==> config.mk <==
export PLATFORM = sky130hd
export DESIGN_NAME = assoc_cache_ctrl
export DESIGN_NICKNAME = d
export VERILOG_FILES = /design/src/rtl/cache_pkg.sv /design/src/rtl/cache_way.sv /design/src/rtl/assoc_cache_ctrl.sv
export SDC_FILE = /design/constraint.sdc
export NUM_CORES = 1
export LEC_CHECK = 0
export ABC_AREA = 0
export ABC_CLOCK_PERIOD_IN_PS = 6600
export CORE_ASPECT_RATIO = 2
export CORE_MARGIN = 2
export CORE_UTILIZATION = 55
export DETAILED_ROUTE_END_ITERATION = 12
export DONT_BUFFER_PORTS = 1
export GPL_TIMING_DRIVEN = 0
export PLACE_DENSITY = 0.8
export SYNTH_ARGS = -nofsm -noshare
export SYNTH_HDL_FRONTEND = slang
export SYNTH_SLANG_ARGS = --single-unit
==> constraint.sdc <==
create_clock -name clk -period 6.6 [get_ports clk]
set_clock_uncertainty 0.2 [all_clocks]
set_input_delay 0.66 -clock clk [delete_from_list [all_inputs] [get_ports clk]]
set_output_delay 0.66 -clock clk [all_outputs]
set_load 0.02 [all_outputs]
==> src/rtl/cache_pkg.sv <==
// Shared constants and width helpers for the 2-way set-associative cache.
package cache_pkg;

    localparam logic [1:0] ST_IDLE      = 2'd0;
    localparam logic [1:0] ST_WRITEBACK = 2'd1;
    localparam logic [1:0] ST_FILL      = 2'd2;

    function automatic int line_width(input int word_w, input int offset_w);
        return word_w << offset_w;
    endfunction

    function automatic int addr_width(input int tag_w, input int index_w);
        return tag_w + index_w;
    endfunction

endpackage

==> src/rtl/cache_way.sv <==
// One cache way: tag/valid/dirty state per set plus line data, with a
// combinational lookup port and mutually exclusive write-hit / fill ports.
module cache_way import cache_pkg::*; #(
    parameter  int WORD_W   = 32,
    parameter  int OFFSET_W = 1,
    parameter  int INDEX_W  = 2,
    parameter  int TAG_W    = 3,
    localparam int LINE_W   = line_width(WORD_W, OFFSET_W)
) (
    input  logic                clk,
    input  logic                reset,
    input  logic [INDEX_W-1:0]  index_i,
    input  logic [TAG_W-1:0]    tag_i,
    input  logic [OFFSET_W-1:0] offset_i,
    output logic                match_o,
    output logic                valid_o,
    output logic                dirty_o,
    output logic [TAG_W-1:0]    tag_o,
    output logic [WORD_W-1:0]   word_o,
    output logic [LINE_W-1:0]   line_o,
    input  logic                wr_en_i,
    input  logic [WORD_W-1:0]   wr_data_i,
    input  logic                fill_en_i,
    input  logic [TAG_W-1:0]    fill_tag_i,
    input  logic [LINE_W-1:0]   fill_line_i
);

    localparam int WORDS = 1 << OFFSET_W;
    localparam int SETS  = 1 << INDEX_W;

    logic [WORDS-1:0][WORD_W-1:0] data_q [SETS];
    logic [TAG_W-1:0]             tag_q  [SETS];
    logic [SETS-1:0]              valid_q;
    logic [SETS-1:0]              dirty_q;

    assign valid_o = valid_q[index_i];
    assign dirty_o = dirty_q[index_i];
    assign tag_o   = tag_q[index_i];
    assign match_o = valid_q[index_i] && (tag_q[index_i] == tag_i);
    assign word_o  = data_q[index_i][offset_i];
    assign line_o  = data_q[index_i];

    always_ff @(posedge clk) begin
        if (reset) begin
            valid_q <= '0;
            dirty_q <= '0;
        end else if (fill_en_i) begin
            valid_q[index_i] <= 1'b1;
            dirty_q[index_i] <= 1'b0;
        end else if (wr_en_i) begin
            dirty_q[index_i] <= 1'b1;
        end
    end

    // Tag and data arrays carry no reset so they can map onto plain RAM.
    always_ff @(posedge clk) begin
        if (fill_en_i) begin
            tag_q[index_i]  <= fill_tag_i;
            data_q[index_i] <= fill_line_i;
        end else if (wr_en_i) begin
            data_q[index_i][offset_i] <= wr_data_i;
        end
    end

endmodule

==> src/rtl/assoc_cache_ctrl.sv <==
// 2-way set-associative write-back, write-allocate cache controller with
// per-set LRU, dirty victim write-back and line-wide memory handshake.
module assoc_cache_ctrl import cache_pkg::*; #(
    parameter  int WORD_W   = 32,
    parameter  int OFFSET_W = 1,
    parameter  int INDEX_W  = 2,
    parameter  int TAG_W    = 3,
    localparam int LINE_W   = line_width(WORD_W, OFFSET_W),
    localparam int ADDR_W   = addr_width(TAG_W, INDEX_W)
) (
    input  logic                clk,
    input  logic                reset,
    input  logic                read_req,
    input  logic                write_req,
    input  logic [TAG_W-1:0]    tag,
    input  logic [INDEX_W-1:0]  index,
    input  logic [OFFSET_W-1:0] offset,
    input  logic [WORD_W-1:0]   wr_data,
    output logic [WORD_W-1:0]   rd_data,
    output logic                hit,
    output logic                stall,
    output logic                mem_rd_req,
    output logic                mem_wr_req,
    output logic [ADDR_W-1:0]   mem_addr,
    output logic [LINE_W-1:0]   mem_wr_line,
    input  logic [LINE_W-1:0]   mem_rd_line,
    input  logic                mem_done
);

    localparam int SETS = 1 << INDEX_W;

    logic [1:0]         state_q, state_d;
    logic               victim_q, victim_d;
    logic [TAG_W-1:0]   miss_tag_q, miss_tag_d;
    logic [INDEX_W-1:0] miss_index_q, miss_index_d;
    logic [SETS-1:0]    lru_q, lru_d;

    logic [1:0]         way_match, way_valid, way_dirty, way_wr_en, way_fill_en;
    logic [TAG_W-1:0]   way_tag  [2];
    logic [WORD_W-1:0]  way_word [2];
    logic [LINE_W-1:0]  way_line [2];
    logic [INDEX_W-1:0] way_index;

    logic is_idle, req, hit_way, fill_done, pick;

    assign is_idle = (state_q == ST_IDLE);
    assign req     = read_req | write_req;
    // Outside IDLE the request inputs may drop, so the ways follow the latched miss set.
    assign way_index = is_idle ? index : miss_index_q;

    for (genvar w = 0; w < 2; w++) begin : g_way
        cache_way #(
            .WORD_W  (WORD_W),
            .OFFSET_W(OFFSET_W),
            .INDEX_W (INDEX_W),
            .TAG_W   (TAG_W)
        ) u_way (
            .clk        (clk),
            .reset      (reset),
            .index_i    (way_index),
            .tag_i      (tag),
            .offset_i   (offset),
            .match_o    (way_match[w]),
            .valid_o    (way_valid[w]),
            .dirty_o    (way_dirty[w]),
            .tag_o      (way_tag[w]),
            .word_o     (way_word[w]),
            .line_o     (way_line[w]),
            .wr_en_i    (way_wr_en[w]),
            .wr_data_i  (wr_data),
            .fill_en_i  (way_fill_en[w]),
            .fill_tag_i (miss_tag_q),
            .fill_line_i(mem_rd_line)
        );
    end

    assign hit     = is_idle & req & (|way_match);
    assign hit_way = ~way_match[0];
    assign stall   = ~is_idle | (req & ~hit);
    assign rd_data = (hit & read_req & ~write_req) ? way_word[hit_way] : '0;

    assign way_wr_en[0] = hit & write_req & way_match[0] & ~reset;
    assign way_wr_en[1] = hit & write_req & ~way_match[0] & ~reset;

    assign fill_done      = (state_q == ST_FILL) & mem_done & ~reset;
    assign way_fill_en[0] = fill_done & ~victim_q;
    assign way_fill_en[1] = fill_done & victim_q;

    assign mem_rd_req  = (state_q == ST_FILL);
    assign mem_wr_req  = (state_q == ST_WRITEBACK);
    assign mem_wr_line = mem_wr_req ? way_line[victim_q] : '0;

    always_comb begin
        mem_addr = '0;
        if (mem_wr_req) begin
            mem_addr = {way_tag[victim_q], miss_index_q};
        end else if (mem_rd_req) begin
            mem_addr = {miss_tag_q, miss_index_q};
        end
    end

    // Invalid ways are preferred (way 0 first); otherwise the LRU bit names the victim.
    assign pick = ~way_valid[0] ? 1'b0 : (~way_valid[1] ? 1'b1 : lru_q[index]);

    always_comb begin
        state_d      = state_q;
        victim_d     = victim_q;
        miss_tag_d   = miss_tag_q;
        miss_index_d = miss_index_q;
        lru_d        = lru_q;
        case (state_q)
            ST_IDLE: begin
                if (hit) begin
                    lru_d[index] = way_match[0];
                end else if (req) begin
                    victim_d     = pick;
                    miss_tag_d   = tag;
                    miss_index_d = index;
                    state_d      = (way_valid[pick] & way_dirty[pick]) ? ST_WRITEBACK : ST_FILL;
                end
            end
            ST_WRITEBACK: begin
                if (mem_done) state_d = ST_FILL;
            end
            ST_FILL: begin
                if (mem_done) state_d = ST_IDLE;
            end
            default: state_d = ST_IDLE;
        endcase
    end

    always_ff @(posedge clk) begin
        if (reset) begin
            state_q      <= ST_IDLE;
            victim_q     <= 1'b0;
            miss_tag_q   <= '0;
            miss_index_q <= '0;
            lru_q        <= '0;
        end else begin
            state_q      <= state_d;
            victim_q     <= victim_d;
            miss_tag_q   <= miss_tag_d;
            miss_index_q <= miss_index_d;
            lru_q        <= lru_d;
        end
    end

endmodule

==> impl_metrics.yaml <==
finish:
  mostFrequentLayoutCells: "536 x edfxtp_1, 209 x o22ai_1, 195 x nor2_1, 115 x mux2_2, 79 x clkbuf_1"
  layout-drive-gt1-share: 0.145
  multi_input_area_um2: 6680
  fin_cells: 2334
  area_delta_synth_final_pct: 11.4
  postLayoutCoreUtil: 0.622
  mostFrequentLayoutCell: "edfxtp_1"
  nFillCells: 2998
  register_area_um2: 16700
  nNetsFinal: 1852
job:
  max-cap-violations: 0
worst_setup_path:
  worst_r2r_path_depth: 12
  arrival_ns: 5.21
  criticalPathCategory: "reg -> out"
  setup.worst_path.start_class: "flip-flop"
  slowest_delay_ns: 1.13
  end_kind: "output port"
  required_ns: 5.74
  critPathBufInv: 4
  critical_path.top_delay_family: "buffers and inverters"
  slowest_stage: "a311oi_1"
  path_depth: 10
  rrSetupSlack_ns: 1.81
  cp_max_fo: 10
  crit_chain: "or2_1 > buf_6 > o21ai_2 > buf_2 > buf_1 > clkbuf_1 > o22ai_1 > nor2_1 > nand2_1 > a311oi_1"
drt:
  first_pass_iters: 7
  routedWlPerCell_um: 33.9
  drc: 0
  drt_iter0_drc: 2272
  avgViaCountPerCell: 7.28
  antenna_left: 0
  drt-total-wl_um: 79100
  vias: 16990
logic_synthesis:
  synth_seq_cells: 564
  ys.warnings.count: 0
  syn_avg_cell_area_um2: 14.1
  dominantRegCellSynth: "edfxtp_1"
  synth_nets: 1788
  synth_edf_count: 536
  synthArstFlopShare: 0
  netlist_area_um2: 23800
  seq_area_frac_synth: 0.701
  synthCells: 1681
  yosys.cell_types.count: 55
placement:
  dp.cells: 2242
  io_buffer_count: 0
  place_hpwl_um: 56900
  gp_congestion: 0.964
sta:
  fin_crit_sh: 0.920
  period_needed_ns: 6.07
  finalHoldViolCount: 1
  slew_viol_final: 0
  setup_viol: 0
  holdWs_ns: -0.000904
  fmax_mhz: 165
  rsz0062_at_grt: "false"
  relSlewSlack: 0.0683
  worst_pin_slew_ns: 1.39
floorplanning:
  io_pins: 212
  die_area_um2: 45000
  die_w_um: 151
  rows: 107
  die_y_um: 298
  initial_utilization: 0.558
  core_um2: 42600
clock_network:
  cts_hold_buf: 0
  clk_latency_ns: 0.59
  cts_buffer_depth: 3
  clk_pin_slew_ns: 0.08
  cts_buffers: 46
  cts_root_buffer: "clkbuf_16"
  post_cts.repair.setup_buffers: 0
  cts_tree: "yes"
  cts-htree-levels: 2
  cts_sinks: 564
  ctsResizeCount: 0
global_routing:
  track_usage: 0.345
  grt_first_pass_wirelength_um: 110000
  grt.overflow.total: 0
  grt_start_max_net_pins: 29
  grt_pass1_vias: 17099
  antenna_found_initial: 5
power:
  max-vdd-ir-drop_uv: 335
  power.density_nw_per_um2: 291
  leakage_nw: 8.20
outcome:
  failed_checks: "negative hold slack"
  status: "finished with violations"
hold_path:
  hold_depth: 1
  hp-class: "in -> reg"
Yosys cell counts, types with 3 or more instances:
cell type / instances / share of area
mux2_2: 115 / 0.054
mux2i_1: 9 / 0.0038
o221ai_1: 29 / 0.011
nand2_1: 31 / 0.0049
dfxtp_1: 28 / 0.024
o22ai_1: 209 / 0.055
a221oi_1: 4 / 0.0015
a311oi_1: 26 / 0.0096
mux2_1: 17 / 0.0081
a22o_1: 5 / 0.0018
a31oi_1: 4 / 0.0011
mux4_2: 4 / 0.0038
o21a_1: 3 / 0.00095
edfxtp_1: 536 / 0.68
or3_1: 33 / 0.0087
buf_4: 6 / 0.0019
inv_1: 6 / 0.00095
buf_1: 33 / 0.0052
o32ai_1: 4 / 0.0015
nand3_1: 3 / 0.00063
nor2_1: 203 / 0.032
o22a_1: 29 / 0.011
a21oi_1: 77 / 0.016
a211oi_1: 27 / 0.0085
o221a_2: 3 / 0.0014
buf_2: 12 / 0.0025
nand2b_1: 17 / 0.0045
nand4_1: 3 / 0.00079
o21ai_0: 13 / 0.0027
mux2_4: 3 / 0.0019
nor3b_1: 4 / 0.0013
buf_6: 5 / 0.0024
nor2b_1: 3 / 0.00079
clkbuf_1: 73 / 0.012
nor3_1: 75 / 0.016
cell families (layout without fill, tap and decap cells):
logic type      after synthesis  count (layout)  synth area share
buf+inv                     135             235            0.0245
flops                       564             564             0.701
other cells                   0               8                 0
compound gates              444             444             0.126
mux                         148             148            0.0720
simple gates                390             390            0.0764
sequential cells by signal (all words and copies together) (netlist names), named ones only:
name / count
g_way.u_way.data_q: 512
g_way.u_way.tag_q: 24
g_way.u_way.valid_q: 8
lru_q: 4
miss_tag_q: 3
miss_index_q: 2
state_q: 2
victim_q: 1
layer usage:
metal	global-route usage	wire length, um	vias up	part of all wire
li1	-	-	6850	-
met1	0.345	21600	8114	0.27
met2	0.585	39300	1531	0.50
met3	0.0962	10100	495	0.13
met4	0.280	8110	0	0.10
met5	0	0	-	0
final timing paths:
path,startpoint,end
setup / recovery,state_q[1],rd_data[0]
hold / removal,index[1],lru_q[0]
setup reg to reg,state_q[1],g_way[0].u_way.data_q[1][44]
hold reg to reg,g_way[1].u_way.valid_q[2],g_way[1].u_way.valid_q[2]
per-stage QoR:
stage | power [mW] | setup slack, ns | setup TNS [ns] | instance area [um^2]
2_1_floorplan | 4.60 | 1.81 | 0 | 23800
3_3_place_gp | 4.88 | -0.651 | -142.49 | 24400
3_5_place_dp | 4.92 | 0.930 | 0 | 24900
4_1_cts | 7.62 | 0.618 | 0 | 26500
5_1_grt | 7.81 | 0.465 | 0 | 26500
6_report | 7.70 | 0.530 | 0 | 26500
report_power, final:
group | internal, mW | switching, mW
clock network | 1.53 | 1.28
registers | 3.95 | 0.0181
logic | 0.261 | 0.660
total | 5.74 | 1.96
area by class of cell:
class | instances | share of cell area
Tap cell | 545 | 0.0258
Sequential cell | 564 | 0.629
Timing Repair Buffer | 16 | 0.0132
Clock buffer | 52 | 0.0443
Buffer | 129 | 0.0211
Antenna cell | 8 | 0.000756
Clock inverter | 32 | 0.0125
Multi-Input combinational cell | 982 | 0.252
Inverter | 6 | 0.000851
(Power assumes the default switching activity.)
==> variant, RTL diff (same flow settings) <==
`WORD_W` is set to 32 in 2 places; all go to 16.
--- a/src/rtl/cache_way.sv
+++ b/src/rtl/cache_way.sv
@@ -3,3 +3,3 @@
 module cache_way import cache_pkg::*; #(
-    parameter  int WORD_W   = 32,
+    parameter  int WORD_W   = 16,
     parameter  int OFFSET_W = 1,
--- a/src/rtl/assoc_cache_ctrl.sv
+++ b/src/rtl/assoc_cache_ctrl.sv
@@ -3,3 +3,3 @@
 module assoc_cache_ctrl import cache_pkg::*; #(
-    parameter  int WORD_W   = 32,
+    parameter  int WORD_W   = 16,
     parameter  int OFFSET_W = 1,
Interface: changed (resized mem_rd_line, mem_wr_line, rd_data and wr_data); port bits go from 212 to 116. No check against the original RTL was run, so the function may have changed too.
==> variant against the original RTL <==
Area after synthesis decreased by 44%. Combinational power decreased by 42%. Wire length decreased by 46%. Final area decreased by 45%. Setup slack improved by 0.27 ns. Sequential share of layout area decreased by 1.8 points. Total power decreased by 46%. Sequential cell count decreased by 256.
==> variant: results (changes against the original RTL) <==
- Root Buffer Master: clkbuf_16
- GPL Wtd Cong: 0.9416 (-2.3%)
- Asr flop ratio synth: 0% (unchanged)
- Initial antenna violation count: 1 (-4)
- # fillers: 1745 (-42%)
- TritonCTS Buffers: 25 (-46%)
- Routed len/inst: 32.44 microns (-4.3%)
- Net Sw Frac: 25.47% (about the same)
- Clk_lat worst skew: 0.56 ns (-0.03 ns)
- Critical Path Sink: rd_data[5]
- DR iter-0 viols: 1716 (-24%)
- Gr usage total: 33.05% (-1.4 points)
- Reg-to-reg critical path startpoint: state_q[1]
- Post-Place Setup Slack: 1.574 ns (+0.6447 ns)
- HP Class: input port to flop
- Post-CTS sizing: 0 (unchanged)
- Pin count of the biggest net entering global routing: 17 (-41%)
- Final cycle utilization of the critical path: 87.96% (-4.0 points)
- Layout cells sized above 1: 16.55% (+2.1 points)
- Reg2reg path depth: 13 (+1)
- Synthesis warning total: 0 (unchanged)
- Post-synth EDFFs: 280 (-48%)
- CP arrival: 4.95 ns (-0.26 ns)
- R2R setup slack: 1.91 ns (+0.10 ns)
- CP Max Fanout: 10 (unchanged)
- Vias per cell: 7.213 (-0.91%)
- Synth top area cells: edfxtp_1, o22ai_1, dfxtp_1
- First-pass GRT wire length: 59280 microns (-46%)
- Worst slew pin tran: 1.333 ns (-0.05512 ns)
- Status: finished, final reports clean
- Register clock-pin slew on the reported worst setup and hold paths: 0.07 ns
- Synth unique cells: 61 (+11%)
- 1st-pass router iterations: 8 (+1)
- Nets: 1063 (-43%)
- Post-CTS Setup Repair Bufs: 0 (unchanged)
- Port bufs: 0 (unchanged)
- Post-synth top cells: edfxtp_1, o22ai_1, nor2_1, a21oi_1, nor3_1
- CTS Hold Bufs: 0 (unchanged)
- VDD IR max: 0.2792 mV (-17%)
- Dominant synthesized flop cell: edfxtp_1
- Critical R2R Capture: g_way[0].u_way.data_q[1][23]
- Leakage: 0.004688 uW (-43%)
- Vias in the first global route: 9282 (-46%)
- Dpl hpwl: 30340 microns (-47%)
- Startpoint Class: flop
- CTS max path bufs: 3 (unchanged)
- Syn Nets: 1020 (-43%)
- Htree depth: 1 (-1)
- Biggest regs: g_way.u_way.data_q (256), g_way.u_way.tag_q (24), g_way.u_way.valid_q (8)
- Seq/Total Area, Yosys: 67.65% (-2.4 points)
## variant: routing by layer
metal  part of all wire, %  up-vias  global-route usage [%]
met2                    49      826                   55.51
met1                    29     4484                   34.08
met4                    11        2                   28.28
met5                 0.038        -                       0
li1                      -     3893                       -
met3                    12      251                   7.792
## variant: power by group through the flow
stage | combinational [uW] | sequential [uW] | clock (uW)
2_1_floorplan | 329 | 2200 | 0
3_3_place_gp | 487 | 2200 | 0
3_5_place_dp | 505 | 2200 | 0
4_1_cts | 509 | 2160 | 1440
5_1_grt | 551 | 2160 | 1520
6_report | 533 | 2160 | 1450
## variant: kinds of logic (layout without fill, tap and decap cells)
group / count (synthesis) / count (layout) / synth area share, %
flops: 308 / 308 / 67.65
compound gates: 253 / 253 / 12.27
simple gates: 238 / 238 / 8.674
mux: 84 / 84 / 8.749
buf+inv: 76 / 136 / 2.520
xor+xnor: 2 / 2 / 0.1322
other cells: 0 / 3 / 0
## variant: worst min path at each step
| stage | start | endpoint | slack [ns] | depth (start not counted) |
|---|---|---|---|---|
| after floorplan | g_way[0].u_way.valid_q[2] | g_way[0].u_way.valid_q[2] | 0.24 | 2 |
| after global placement | g_way[0].u_way.valid_q[2] | g_way[0].u_way.valid_q[2] | 0.25 | 2 |
| after detailed placement | g_way[0].u_way.valid_q[2] | g_way[0].u_way.valid_q[2] | 0.27 | 2 |
| after CTS | tag[0] | miss_tag_q[0] | 0.04 | 2 |
| after global routing | tag[1] | miss_tag_q[1] | 0.06 | 2 |
| final | index[0] | miss_index_q[0] | 0.04 | 2 |
## variant: cell type report
class	count	area [sq um]	area share, %
inverters	7	26.28	0.1790
multi-input cells	577	4014	27.34
plain buffers	69	307.8	2.096
clock inverters	12	113.9	0.7755
flip-flops and latches	308	8969	61.09
repair buffers	16	232.7	1.585
clock buffers	32	651.9	4.440
well taps	287	359.1	2.446
diodes	3	7.507	0.05113
## variant: through the flow
step	std cells	instance area, sq um
5_1_grt	1308	14670
3_5_place_dp	1264	13910
6_report	1311	14680
4_1_cts	1308	14670
3_3_place_gp	1248	13620
2_1_floorplan	961	13260
## variant: critical path: stages, from the launching register on
cell,delay (ns)
dfxtp_1,0.30
buf_4,0.16
o21a_1,0.22
a32oi_1,0.38
buf_2,0.31
buf_1,0.78
clkbuf_1,0.60
buf_1,0.68
o22ai_1,0.18
nor3_1,0.35
o221a_1,0.41
